**config.mk**
```make
export PLATFORM = sky130hd
export DESIGN_NAME = bin_to_bcd
export DESIGN_NICKNAME = d
export VERILOG_FILES = /design/src/rtl/bcd_pkg.sv /design/src/rtl/dabble_cell.sv /design/src/rtl/bin_to_bcd.sv
export SDC_FILE = /design/constraint.sdc
export NUM_CORES = 1
export LEC_CHECK = 0
export ABC_CLOCK_PERIOD_IN_PS = 1200
export CAP_MARGIN = 10
export CORE_ASPECT_RATIO = 0.7
export CORE_MARGIN = 3
export CORE_UTILIZATION = 40
export DETAILED_ROUTE_END_ITERATION = 8
export HOLD_SLACK_MARGIN = 0.03
export PLACE_DENSITY = 0.61
export SLEW_MARGIN = 10
export SYNTH_ARGS = -nofsm -noshare
export SYNTH_HDL_FRONTEND = slang
export SYNTH_SLANG_ARGS = --single-unit
```
**constraint.sdc**
```tcl
create_clock -name clk -period 1.2 [get_ports clk]
set_input_delay 0.12 -clock clk [delete_from_list [all_inputs] [get_ports clk]]
set_output_delay 0.12 -clock clk [all_outputs]
set_load 0.005 [all_outputs]
```
**src/rtl/bcd_pkg.sv**
```systemverilog
// rtl/bcd_pkg.sv - shared types, constants and helpers for the binary-to-BCD converter
package bcd_pkg;

    typedef logic [3:0] bcd_digit_t;

    typedef enum logic [1:0] {
        IDLE,
        SHIFT,
        DONE
    } state_t;

    localparam bcd_digit_t BCD_ADJ_THRESH = 4'd5;

    function automatic int unsigned pow10(input int unsigned n);
        int unsigned r;
        r = 1;
        for (int unsigned i = 0; i < n; i++) begin
            r = r * 10;
        end
        return r;
    endfunction

endpackage

```
**src/rtl/dabble_cell.sv**
```systemverilog
// rtl/dabble_cell.sv - one BCD digit add-3-if-at-least-5 adjust stage
module dabble_cell
    import bcd_pkg::*;
(
    input  bcd_digit_t d,
    output bcd_digit_t q
);

    always_comb begin
        q = d;
        if (d >= BCD_ADJ_THRESH) begin
            q = d + 4'd3;
        end
    end

endmodule

```
**src/rtl/bin_to_bcd.sv**
```systemverilog
// rtl/bin_to_bcd.sv - sequential double-dabble binary to packed BCD converter
module bin_to_bcd
    import bcd_pkg::*;
#(
    parameter int BIN_W  = 14,
    parameter int DIGITS = 4
) (
    input  logic                  clk,
    input  logic                  reset,
    input  logic                  start,
    input  logic [BIN_W-1:0]      bin,
    output logic                  ready,
    output logic                  done,
    output logic [4*DIGITS-1:0]   bcd,
    output logic                  ovf
);

    localparam int unsigned MAX_VAL = pow10(DIGITS) - 1;
    localparam int SW = 4 * DIGITS;
    localparam int CW = $clog2(BIN_W + 1);

    state_t           state;
    logic [BIN_W-1:0] shreg;
    logic [SW-1:0]    scratch;
    logic [SW-1:0]    adj;
    logic [CW-1:0]    cnt;
    logic             ovf_next;

    for (genvar g = 0; g < DIGITS; g++) begin : g_cell
        dabble_cell u_cell (
            .d (scratch[4*g +: 4]),
            .q (adj[4*g +: 4])
        );
    end

    always_ff @(posedge clk) begin
        if (reset) begin
            state    <= IDLE;
            ready    <= 1'b1;
            done     <= 1'b0;
            bcd      <= '0;
            ovf      <= 1'b0;
            shreg    <= '0;
            scratch  <= '0;
            cnt      <= '0;
            ovf_next <= 1'b0;
        end else begin
            done <= 1'b0;
            case (state)
                IDLE: begin
                    if (start) begin
                        shreg    <= bin;
                        scratch  <= '0;
                        cnt      <= CW'(BIN_W);
                        ovf_next <= (32'(bin) > MAX_VAL);
                        ready    <= 1'b0;
                        state    <= SHIFT;
                    end
                end
                SHIFT: begin
                    // A carry out of the top digit can only happen for out-of-range input
                    {scratch, shreg} <= {adj[SW-2:0], shreg, 1'b0};
                    ovf_next         <= ovf_next | adj[SW-1];
                    cnt              <= cnt - 1'b1;
                    if (cnt == CW'(1)) begin
                        state <= DONE;
                    end
                end
                DONE: begin
                    bcd   <= ovf_next ? {DIGITS{4'h9}} : scratch;
                    ovf   <= ovf_next;
                    done  <= 1'b1;
                    ready <= 1'b1;
                    state <= IDLE;
                end
                default: begin
                    state <= IDLE;
                    ready <= 1'b1;
                end
            endcase
        end
    end

endmodule

```
==> out/metrics.yaml <==
ant_nets: 0
rsz0062_at_grt: "yes"
wl_mm: 7.47
insertedDiodeCount: 0
die_x_um: 102
clock-sinks: 56
total_leakage_power_nw: 1.56
synth-edff-count: 0
fp-row-count: 23
fmax_mhz: 735
wire_per_inst_um: 16.6
power_density_mw_per_mm2: 940
clockBufferDepth: 2
grt_pass1_vias: 2186
clkSlewWorstSetupHoldPaths_ns: 0.09
h-tree-depth: 2
synth_nets: 317
synthAdderAreaFrac_pct: 4.83
ys_dominant_reg_cell: "dfxtp_1"
synth_compound_area_share_pct: 20.7
initial_core_util_pct: 43.3
async_flop_share_pct: 0
core_mm2: 0.00599
synth.avg_cell_area_um2: 8.94
overflow: 0
port_buffers: 35
skew_ns: 0.00476
dp_hpwl_mm: 4.59
status: "finished with violations"
vias: 2399
cp.required_ns: 1.39
drt_iter0_drc: 130
synth_seq_cells: 56
finalCritPeriodShare_pct: 113
syn2layout_area_growth_pct: 48.7
worst_pin_slew_ns: 0.507
setup_ws_ns: -0.161
fin_crit_ns: 1.36
yosys_warnings: 0
slew_viol_final: 0
place_congestion: 0.780
cts-root-buf: "clkbuf_8"
yosys-mux-area-fraction_pct: 1.54
dr.pass1.iters: 4
grt_pass1_wl_mm: 11.4
yosysSeqAreaShare_pct: 43.2
hold_path.class: "primary input to flip-flop"
synth_cells: 290
cts_tree: "yes"
io_pins: 36
clk_latency_ns: 0.31
design_area_mm2: 0.00386
avgViaCountPerCell: 5.34
nets: 401
end_kind: "flip-flop"
arrival_ns: 1.55
synth_top_family_by_area: "compound AO/OA/AOI/OAI gates"
netlist_area_mm2: 0.00259
dpl-instance-area_mm2: 0.00331
grt_max_degree: 33
setup_viol: 39
grt_use_total_pct: 20.0
drc: 0
crit_type: "flip-flop to flip-flop"
die_h_um: 73.4
synthSimpleGateAreaFrac_pct: 20.5
numCtsBuffers: 5
antenna_found_initial: 0
critPathMaxFanout: 6
start_kind: "flip-flop"
ir_drop_v: 0.000551
max-cap-violations: 0
layout-drive-gt1-share_pct: 41.2
p_total_w: 0.00362
hold_violations: 0
ys_types: 43
violations: "negative setup slack"
synthXorXnorAreaFrac_pct: 2.36
relSlewSlack_pct: 66.1
die_area_mm2: 0.00750
path summary, 6_finish.rpt:
check / startpoint / endpoint / slack [ns] / cells past startpoint
worst max-delay path: state[1]$_SDFFE_PP0P_ / scratch[3]$_SDFFE_PP0P_ / -0.16 / 6
worst min-delay path: reset / ovf_next$_SDFFE_PP0P_ / 0.24 / 4
worst max register to register: state[1]$_SDFFE_PP0P_ / scratch[3]$_SDFFE_PP0P_ / -0.16 / 6
worst min register to register: ready$_SDFFE_PP1P_ / ready$_SDFFE_PP1P_ / 0.45 / 2
power by group:
| group | total (W) | internal (W) | leakage, nW | switching, W |
|---|---|---|---|---|
| combinational | 0.000650 | 0.000327 | 1.05 | 0.000323 |
| sequential | 0.00199 | 0.00192 | 0.469 | 0.0000646 |
| clock | 0.000986 | 0.000399 | 0.0410 | 0.000587 |
metal layers:
layer	routed length (um)	GRT usage, %	part of all wire [%]	vias up
li1	-	-	-	1201
met1	3930	31.8	53	1149
met2	3220	27.2	43	42
met3	241	3.42	3.2	7
met4	70	5.68	0.94	0
met5	0	0	0	-
final cells by class:
class / instances / area, um2
fillers: 501 / 2130
repair buffers: 93 / 880
multi-input cells: 203 / 1570
clock buffers: 6 / 72.6
inverters: 15 / 71.3
flip-flops and latches: 56 / 1160
clock inverters: 1 / 5.00
well taps: 75 / 93.8
critical path: stages (launching register included):
cell and delay (ns):
dfxtp_4 0.37, buf_6 0.11, o21ba_4 0.29, buf_4 0.15, o31ai_1 0.07, a32oi_1 0.19
nor2_1 0.06
cell usage after synthesis, drive strengths merged, types with 4 or more instances:
cell / count / area share (%)
nor3: 18 / 3.5
a32oi: 4 / 1.4
xnor2: 4 / 1.4
o31ai: 4 / 1.2
nand3b: 4 / 1.2
o21ai: 10 / 1.9
nand2: 32 / 4.7
a211oi: 5 / 2.0
ha: 10 / 4.8
mux2i: 4 / 1.5
a21oi: 17 / 3.3
o22ai: 5 / 1.2
or3: 7 / 1.7
buf: 15 / 4.2
nor2: 35 / 5.6
dfxtp: 56 / 43
a311oi: 8 / 4.4
nand3: 4 / 0.77
a221oi: 4 / 1.4
inv: 15 / 2.3
nand2b: 6 / 1.7
a22o: 8 / 2.7
cell families after synthesis:
| kind of cell | after synthesis |
|---|---|
| fa+ha+maj | 10 |
| compound gates | 69 |
| xor+xnor | 7 |
| flops | 56 |
| mux | 4 |
| buf+inv | 33 |
| simple gates | 111 |
cell usage in the layout, fill, tap and decap left out, types with 6 or more instances in the layout:
master	Yosys	final
inv_1	13	6
dfxtp_1	56	33
a21oi_1	17	11
a22o_1	8	8
dlygate4sd2_1	0	19
a311oi_2	7	8
buf_6	5	10
nor3_1	18	15
inv_2	1	6
nor2_1	33	21
dfxtp_2	0	18
buf_4	1	43
clkdlybuf4s50_1	0	15
nand2_1	31	31
nor2_2	0	11
through the flow:
stage,hold WS (ns),util (%),setup slack (ns),TNS [ns],cells
after floorplan,0.282,-,-0.00972,-0.0305,290
after global routing,0.252,64.4,-0.205,-5.96,449
after CTS,0.232,61.4,-0.142,-3.21,445
final,0.236,64.4,-0.161,-3.38,449
after detailed placement,0.443,55.3,-0.319,-8.97,423
after global placement,0.432,55.3,-0.316,-7.00,423
state kept, by name (all words and copies together), names as in the netlist:
register / count
bcd: 16
scratch: 16
shreg: 14
cnt: 4
state: 2
done: 1
ovf: 1
ovf_next: 1
ready: 1
repair_timing:
action                                  4_1_cts  5_1_grt
setup buffers                                10        5
hold buffers                                  0        0
endpoints found under the setup margin       71       53
cloned                                        5        1
pin swaps                                    12       16
resized for setup                            62       36
Power figures use the tool's default switching activity.
